$ cat config.mk
export PLATFORM = sky130hd
export DESIGN_NAME = ysyx_25040101_imm_pack_flat
export DESIGN_NICKNAME = d
export VERILOG_FILES = /design/src/rtl/ysyx_25040101_imm_pack_if.sv /design/src/rtl/ysyx_25040101_imm_pack.sv /design/src/flat_wrapper.sv
export SDC_FILE = /design/constraint.sdc
export NUM_CORES = 1
export LEC_CHECK = 0
export ABC_CLOCK_PERIOD_IN_PS = 3500
export CORE_MARGIN = 3
export CORE_UTILIZATION = 40
export DETAILED_ROUTE_END_ITERATION = 16
export GPL_ROUTABILITY_DRIVEN = 0
export PLACE_DENSITY = 0.77
export SLEW_MARGIN = 20
export SYNTH_ARGS = -nofsm -noshare
export SYNTH_HDL_FRONTEND = slang
export SYNTH_SLANG_ARGS = --single-unit
$ cat constraint.sdc
create_clock -name clk_i -period 3.5 [get_ports clk_i]
set_clock_uncertainty 0.2 [all_clocks]
set_input_delay 0.35 -clock clk_i [delete_from_list [all_inputs] [get_ports clk_i]]
set_output_delay 0.35 -clock clk_i [all_outputs]
set_load 0.005 [all_outputs]
$ cat src/rtl/ysyx_25040101_imm_pack_if.sv
// Request/response bus for the immediate packer.
// Request side: valid/ready with immediate, immediate format and base instruction.
// Response side: valid/ready with the packed instruction and its error flag.
interface ysyx_25040101_imm_pack_if;
  logic        in_valid_i;
  logic        in_ready_o;
  logic [2:0]  imm_src_i;
  logic [31:0] imm_i;
  logic [31:0] base_i;
  logic        out_valid_o;
  logic        out_ready_i;
  logic [31:0] inst_o;
  logic        err_o;

  modport master (
    output in_valid_i, imm_src_i, imm_i, base_i, out_ready_i,
    input  in_ready_o, out_valid_o, inst_o, err_o
  );

  modport slave (
    input  in_valid_i, imm_src_i, imm_i, base_i, out_ready_i,
    output in_ready_o, out_valid_o, inst_o, err_o
  );
endinterface

$ cat src/rtl/ysyx_25040101_imm_pack.sv
// Immediate packer: scatters an immediate (extender convention, B/J as halfword
// offsets, U unshifted) into a base RISC-V instruction word. The result goes
// through a 2-entry output FIFO, so an accepted request is visible one cycle later.
// Optional macro IMM_RANGE_CHECK_EN: flag immediates that do not fit the format and
// unsupported imm_src codes on err_o. Without it err_o is constant 0.
module ysyx_25040101_imm_pack #(
  parameter int DEPTH = 2
) (
  input  logic                          clk_i,
  input  logic                          rst_n_i,
  ysyx_25040101_imm_pack_if.slave       bus
);

  localparam logic [2:0] SRC_I = 3'b001;
  localparam logic [2:0] SRC_S = 3'b010;
  localparam logic [2:0] SRC_B = 3'b011;
  localparam logic [2:0] SRC_U = 3'b100;
  localparam logic [2:0] SRC_J = 3'b101;

  // Place the immediate bits into the format's fields; everything else is base.
  function automatic logic [31:0] pack_imm(input logic [2:0] src,
                                           input logic [31:0] imm,
                                           input logic [31:0] base);
    logic [31:0] r;
    r = base;
    case (src)
      SRC_I: r[31:20] = imm[11:0];
      SRC_S: begin
        r[31:25] = imm[11:5];
        r[11:7]  = imm[4:0];
      end
      SRC_B: begin
        r[31]    = imm[11];
        r[7]     = imm[10];
        r[30:25] = imm[9:4];
        r[11:8]  = imm[3:0];
      end
      SRC_U: r[31:12] = imm[19:0];
      SRC_J: begin
        r[31]    = imm[19];
        r[19:12] = imm[18:11];
        r[20]    = imm[10];
        r[30:21] = imm[9:0];
      end
      default: r = base;
    endcase
    return r;
  endfunction

`ifdef IMM_RANGE_CHECK_EN
  // The upper bits must be a pure sign extension of the field's top bit.
  function automatic logic imm_err(input logic [2:0] src, input logic [31:0] imm);
    logic e;
    case (src)
      SRC_I, SRC_S, SRC_B: e = !((&imm[31:11]) || (~|imm[31:11]));
      SRC_U, SRC_J:        e = !((&imm[31:19]) || (~|imm[31:19]));
      default:             e = 1'b1;
    endcase
    return e;
  endfunction
`endif

  logic        push, pop;
  logic [1:0]  cnt_q, cnt_d;
  logic        wr_ptr_q, rd_ptr_q;
  logic        in_ready_q;
  logic [31:0] mem_q [DEPTH];
  logic [31:0] last_inst_q;

  // Handshakes and next occupancy.
  always_comb begin
    push  = bus.in_valid_i && in_ready_q;
    pop   = (cnt_q != 2'd0) && bus.out_ready_i;
    cnt_d = cnt_q;
    case ({push, pop})
      2'b10:   cnt_d = cnt_q + 2'd1;
      2'b01:   cnt_d = cnt_q - 2'd1;
      default: cnt_d = cnt_q;
    endcase
  end

  // FIFO control: occupancy, pointers (modulo 2) and registered ready.
  always_ff @(posedge clk_i or negedge rst_n_i) begin
    if (!rst_n_i) begin
      cnt_q      <= 2'd0;
      wr_ptr_q   <= 1'b0;
      rd_ptr_q   <= 1'b0;
      in_ready_q <= 1'b1;
    end else begin
      cnt_q      <= cnt_d;
      in_ready_q <= (cnt_d != 2'd2);
      if (push) wr_ptr_q <= ~wr_ptr_q;
      if (pop)  rd_ptr_q <= ~rd_ptr_q;
    end
  end

  // Entry storage; no reset needed since unread slots are never shown.
  always_ff @(posedge clk_i) begin
    if (push) mem_q[wr_ptr_q] <= pack_imm(bus.imm_src_i, bus.imm_i, bus.base_i);
  end

  // Remember the last delivered instruction so inst_o holds it while empty.
  always_ff @(posedge clk_i or negedge rst_n_i) begin
    if (!rst_n_i)  last_inst_q <= 32'd0;
    else if (pop)  last_inst_q <= mem_q[rd_ptr_q];
  end

`ifdef IMM_RANGE_CHECK_EN
  logic err_mem_q [DEPTH];
  logic last_err_q;

  // Error flag captured alongside each entry.
  always_ff @(posedge clk_i) begin
    if (push) err_mem_q[wr_ptr_q] <= imm_err(bus.imm_src_i, bus.imm_i);
  end

  // Last delivered error flag, shown while empty.
  always_ff @(posedge clk_i or negedge rst_n_i) begin
    if (!rst_n_i) last_err_q <= 1'b0;
    else if (pop) last_err_q <= err_mem_q[rd_ptr_q];
  end

  assign bus.err_o = (cnt_q != 2'd0) ? err_mem_q[rd_ptr_q] : last_err_q;
`else
  assign bus.err_o = 1'b0;
`endif

  assign bus.in_ready_o  = in_ready_q;
  assign bus.out_valid_o = (cnt_q != 2'd0);
  assign bus.inst_o      = (cnt_q != 2'd0) ? mem_q[rd_ptr_q] : last_inst_q;

endmodule
$ cat src/flat_wrapper.sv
// flat-port wrapper written by rule: the top's interface ports become plain ports
module ysyx_25040101_imm_pack_flat 
#(
  parameter int DEPTH = 2
)
  (clk_i, rst_n_i, bus_in_valid_i, bus_imm_src_i, bus_imm_i, bus_base_i, bus_out_ready_i, bus_in_ready_o, bus_out_valid_o, bus_inst_o, bus_err_o);
  ysyx_25040101_imm_pack_if bus_i ();
  input  logic clk_i;
  input  logic rst_n_i;
  input wire logic [$bits(bus_i.in_valid_i)-1:0] bus_in_valid_i;
  input wire logic [$bits(bus_i.imm_src_i)-1:0] bus_imm_src_i;
  input wire logic [$bits(bus_i.imm_i)-1:0] bus_imm_i;
  input wire logic [$bits(bus_i.base_i)-1:0] bus_base_i;
  input wire logic [$bits(bus_i.out_ready_i)-1:0] bus_out_ready_i;
  output wire logic [$bits(bus_i.in_ready_o)-1:0] bus_in_ready_o;
  output wire logic [$bits(bus_i.out_valid_o)-1:0] bus_out_valid_o;
  output wire logic [$bits(bus_i.inst_o)-1:0] bus_inst_o;
  output wire logic [$bits(bus_i.err_o)-1:0] bus_err_o;
  assign bus_i.in_valid_i = bus_in_valid_i;
  assign bus_i.imm_src_i = bus_imm_src_i;
  assign bus_i.imm_i = bus_imm_i;
  assign bus_i.base_i = bus_base_i;
  assign bus_i.out_ready_i = bus_out_ready_i;
  assign bus_in_ready_o = bus_i.in_ready_o;
  assign bus_out_valid_o = bus_i.out_valid_o;
  assign bus_inst_o = bus_i.inst_o;
  assign bus_err_o = bus_i.err_o;
  ysyx_25040101_imm_pack #(.DEPTH(DEPTH)) u_core (.clk_i(clk_i), .rst_n_i(rst_n_i), .bus(bus_i));
endmodule
* After elaboration in Yosys (flattened, before gate mapping)
Memories as Yosys holds them, arrays and structs flattened. Cells that the tools add are included.
Word-level totals: register bits after elaboration 37, latch bits 0, RAM bits 64, bits in read-only memories 0, bits of input ports 71, output and inout bits 35, word-level logic and storage cells 35, memories 1
Cells by class: add/subtract/negate cells 2, $mul 0, divide/modulo/power cells 0, order comparisons 0, eq/ne operators 8, shift operators 0, muxes and demuxes 13, bitwise gates (word level) 2, reductions and logical operators 4
Memory list:
- u_core.mem_q | words 2, width 32, rd ports 1, clocked after Yosys merged registers in 0, wr ports 1, line ysyx_25040101_imm_pack.sv:67 | logic [31:0] mem_q [DEPTH];
Operators by type and width (number):
- two-way mux 32 bit | 1
- one-hot mux 7 bit (4 select lines) | 1
- one-hot mux 8 bit (2 select lines) | 1
- one-hot mux 5 bit (3 select lines) | 1
- two-way mux 7 bit | 2
- two-way mux 5 bit | 2
- one-hot mux 5 bit (2 select lines) | 1
- two-way mux 8 bit | 1
- equality test 3 x 2 -> 1 bit (second input constant) | 2
- equality test 3 bit (second input constant) | 2
- one-hot mux 2 bit (2 select lines) | 1
- equality test 3 x 1 -> 1 bit (second input constant) | 1
- adder 2 x 1 -> 2 bit (second input constant) | 1
- equality test 2 x 1 -> 1 bit (second input constant) | 1
- equality test 2 bit (second input constant) | 1
- logical AND 1 bit | 2
- two-way mux 1 bit | 2
- inequality test 2 bit (second input constant) | 1
- NOT 1 bit | 2
- nonzero test 2 bit | 1
- OR reduction 2 bit | 1
- subtractor 2 x 1 -> 2 bit (second input constant) | 1

* Logic depth before layout (Yosys ltp)
depth after elaboration 5, mapped depth 8, depth with buffers taken out 6

* Least setup slack after synthesis
Ideal clock, no wire load.
path kind flip-flop to flip-flop, start point register u_core.in_ready_q, in the netlist u_core.bus.in_ready_o, end point memory u_core.mem_q[0][0] (enable), setup time 421 ps, arrival 1984 ps, data required time 2879 ps, path slack 895 ps, cell stages (with the launch flop) 3, buffers on the path 0, clock period less this slack 2605 ps, cell sequence dfstp_2 -> nand2_1 -> nor2_1
Between the ends: longest elaborated chain between the ends 3
Ends and longest elaborated chain:
- start, declared | line ysyx_25040101_imm_pack.sv:66 | logic in_ready_q;
- start signal, assigned | line ysyx_25040101_imm_pack.sv:91 | in_ready_q <= (cnt_d != 2'd2);
- logical AND 1 bit | line ysyx_25040101_imm_pack.sv:72 | push = bus.in_valid_i && in_ready_q;
- two-way mux 1 bit | line ysyx_25040101_imm_pack.sv:99 | if (push) mem_q[wr_ptr_q] <= pack_imm(bus.imm_src_i, bus.imm_i, bus.base_i);
- two-way mux 1 bit (not written as such) | line ysyx_25040101_imm_pack.sv:99
- end, declared | line ysyx_25040101_imm_pack.sv:67
No other way between the ends.

* Final worst setup path
start point register u_core.cnt_q[0], end point output bus_inst_o[27]
Between the ends: longest elaborated chain between the ends 2
Ends and longest elaborated chain:
- start, declared | line ysyx_25040101_imm_pack.sv:64 | logic [1:0] cnt_q, cnt_d;
- start signal, assigned | line ysyx_25040101_imm_pack.sv:90 | cnt_q <= cnt_d;
- nonzero test 2 bit | line ysyx_25040101_imm_pack.sv:130 | assign bus.inst_o = (cnt_q != 2'd0) ? mem_q[rd_ptr_q] : last_inst_q;
- two-way mux 32 bit | line ysyx_25040101_imm_pack.sv:130
- end, declared | line flat_wrapper.sv:17 | output wire logic [$bits(bus_i.inst_o)-1:0] bus_inst_o;
No other way between the ends.

==> results.json <==
{
  "syn_to_final_growth_pct": 28.6,
  "grt_overflow": 0,
  "hold_class": "reg -> reg",
  "core_area_um2": 11600,
  "synth_cell_types": 40,
  "use_met3": 0.0284,
  "antenna_found_initial": 0,
  "max-vdd-ir-drop_uv": 306,
  "layout-drive-gt1-share": 0.0685,
  "start_kind": "flip-flop",
  "use_met1": 0.225,
  "rsz0062_at_grt": "no",
  "end_kind": "output port",
  "synth.avg_cell_area_um2": 11.2,
  "fin_nets": 578,
  "worstPathCellList": "or2_2 -> buf_4 -> nor2_1 -> a21oi_1 -> clkdlybuf4s50_1",
  "yosys.area.top_type": "edfxtp_1",
  "synth_edf_count": 64,
  "setup_tns_ns": 0,
  "grt_pass1_wl_mm": 17.7,
  "seq_area_um2": 2850,
  "ys_ff_latch": 101,
  "post-place-ws_ns": 0.656,
  "synth_fp_nets": 498,
  "ys_top_cells_by_area": "edfxtp_1 (40%), dfrtp_1 (19%), mux2i_1 (8.6%)",
  "io-pin-count": 106,
  "power_density_nw_per_um2": 800,
  "busiest_layer": "met2",
  "vias": 3564,
  "slew_violations": 0,
  "crit_fanout": 48,
  "setup_viol": 0,
  "final-hold-violation-count": 0,
  "multiInputGateArea_um2": 1780,
  "max-cap-violations": 0,
  "chipHeight_um": 115,
  "status": "complete, no violations",
  "hpwlAfterDp_mm": 7.69,
  "h-tree-depth": 3,
  "clock_latency_ns": 0.33,
  "critical_path_required_ns": 2.95,
  "post_cts_buffers": 0,
  "worst_hold_slack_ns": 0.283,
  "rows": 39,
  "routedWlPerCell_um": 16.8,
  "min_period_ns": 3.21,
  "worst_pin_slew_ns": 0.870,
  "grt_usage": 0.172,
  "netlist_area_um2": 4780,
  "drc": 0,
  "vias_per_cell": 5.45,
  "drt-total-wl_mm": 11.0,
  "synth_top_area_frac": 0.402,
  "max_freq_mhz": 311,
  "ys.flop_type": "edfxtp_1",
  "min_period_over_period": 0.917,
  "async_flop_share": 0.366,
  "io_buffers": 92,
  "cts_sinks": 101,
  "grt_max_degree": 66,
  "cpPeakStageDelay_ns": 0.72,
  "syn-instance-count": 426,
  "setup_ws_ns": 0.290,
  "fin_util": 0.532,
  "yosysWarnings": 0,
  "leakagePower_uw": 0.00238,
  "drt_iter0_markers": 215,
  "grt_pass1_vias": 3589,
  "antenna_left": 0,
  "cts_tree": "built",
  "root_buffer": "clkbuf_16",
  "crit_slowest_cell": "or2_2",
  "path_clk_slew_ns": 0.06,
  "firstDrtPassIters": 5,
  "initial_core_util": 0.414,
  "relSlewSlack": 0.420,
  "gr-usage-met2": 0.282,
  "critPathKind": "reg -> out",
  "fillerInstances": 992,
  "die_area_um2": 13300,
  "ys_seq_area_frac": 0.596,
  "ctsLongestPathBuffers": 2,
  "die_width_um": 115,
  "cp_data_arrival_time_ns": 2.66,
  "n_antenna_cell": 0,
  "numCtsBuffers": 9
}
[stage by stage]
step	total power, uW	cell area, um2	instances
after floorplan	2890	4780	426
after global placement	3810	5810	637
after detailed placement	3890	5810	637
after CTS	4980	6150	654
after global routing	5250	6150	654
final	4920	6150	654
[cells by family (layout without fill, tap and decap cells)]
group / count (synthesis) / after routing / share of synthesized area
AND/OR/NAND/NOR: 103 / 103 / 0.0916
buffers and inverters: 36 / 121 / 0.0358
adder cells (fa/ha/maj): 1 / 1 / 0.00262
AO/OA/AOI/OAI: 129 / 129 / 0.157
other: 1 / 1 / 0.000784
multiplexers: 50 / 50 / 0.107
XOR/XNOR: 5 / 5 / 0.00915
flip-flops: 101 / 101 / 0.596
[where the power goes]
group	switching, uW	leakage [uW]	internal (uW)	total [uW]
combinational	911	0.00117	1010	1920
sequential	241	0.00105	1680	1920
clock	406	0.000163	674	1080
[sequential cells by signal, indices dropped and copies added, names as in the netlist]
signal / flops
u_core.last_inst_q: 32
u_core.bus.in_ready_o: 1
u_core.rd_ptr_q: 1
u_core.mem_q: 64
u_core.wr_ptr_q: 1
u_core.cnt_q: 2
[worst paths after layout]
kind | endpoint | depth (start not counted) | slack [ns] | startpoint
worst max-delay path | bus_inst_o[27] | 5 | 0.29 | u_core.cnt_q[0]$_DFF_PN0_
worst min-delay path | u_core.last_inst_q[0]$_DFFE_PN0P_ | 2 | 0.28 | u_core.last_inst_q[0]$_DFFE_PN0P_
worst max register to register | u_core.last_inst_q[2]$_DFFE_PN0P_ | 3 | 1.63 | u_core.rd_ptr_q$_DFFE_PN0P_
worst min register to register | u_core.last_inst_q[0]$_DFFE_PN0P_ | 2 | 0.28 | u_core.last_inst_q[0]$_DFFE_PN0P_
max in group asynchronous | u_core.rd_ptr_q$_DFFE_PN0P_ | 2 | 2.03 | rst_n_i
min in group asynchronous | u_core.last_inst_q[4]$_DFFE_PN0P_ | 2 | 0.47 | rst_n_i
[layout make-up]
cell class / count / area share
Multi-Input combinational cell: 289 / 0.290
Sequential cell: 101 / 0.463
Clock inverter: 4 / 0.0126
Tap cell: 143 / 0.0291
Inverter: 3 / 0.00183
Timing Repair Buffer: 102 / 0.162
Clock buffer: 12 / 0.0419
[worst max-delay path: cells and delay by family (launching register included)]
| kind | cells | cell delay (ns) |
|---|---|---|
| compound gates | 1 | 0.16 |
| buf+inv | 2 | 0.92 |
| flops | 1 | 0.46 |
| simple gates | 2 | 0.78 |
[synthesized netlist by cell type, types with 2 or more instances]
library cell / n
o21ai_0: 27
a2111oi_0: 5
mux2i_1: 41
mux2_2: 2
nor3_1: 2
buf_1: 3
edfxtp_1: 64
a21oi_1: 40
or2_1: 2
clkbuf_1: 9
xnor2_1: 5
inv_1: 2
o21a_1: 2
nor2b_1: 5
buf_2: 16
nor2_1: 36
buf_4: 4
a221oi_1: 3
a221oi_2: 2
and2_1: 5
o21ai_1: 27
a22oi_1: 12
o22ai_1: 7
nand2_1: 46
dfrtp_1: 36
mux2_1: 7
nand2b_1: 3
[per-layer routing]
| metal | vias up | wire length (um) |
|---|---|---|
| met5 | - | 0 |
| met4 | 0 | 303 |
| met3 | 23 | 636 |
| met2 | 156 | 5220 |
| met1 | 1675 | 4830 |
| li1 | 1710 | - |
[cells in the final DEF, fill, tap and decap left out, types with 2 or more instances in the layout]
| cell | n |
|---|---|
| nand2b_1 | 3 |
| inv_1 | 2 |
| mux2_1 | 7 |
| a2111oi_0 | 5 |
| o21ai_1 | 26 |
| o21a_1 | 2 |
| nor2_1 | 35 |
| mux2i_1 | 41 |
| or2_2 | 2 |
| mux2_2 | 2 |
| a221oi_1 | 3 |
| a21oi_1 | 40 |
| a22oi_1 | 12 |
| dfrtp_1 | 35 |
| buf_4 | 9 |
| o22ai_1 | 7 |
| xnor2_1 | 5 |
| nor3_1 | 2 |
| bufinv_16 | 2 |
| clkbuf_16 | 10 |
| and2_1 | 5 |
| clkbuf_1 | 2 |
| o21ai_0 | 27 |
| nor2b_1 | 5 |
| clkdlybuf4s50_1 | 91 |
| a221oi_2 | 2 |
| edfxtp_1 | 64 |
| nand2_1 | 46 |
[what timing repair did]
item,in CTS,in global routing
resized for setup,0,0
hold buffers,1,0
hold endpoints to repair,36,0
Power figures use the tool's default switching activity.
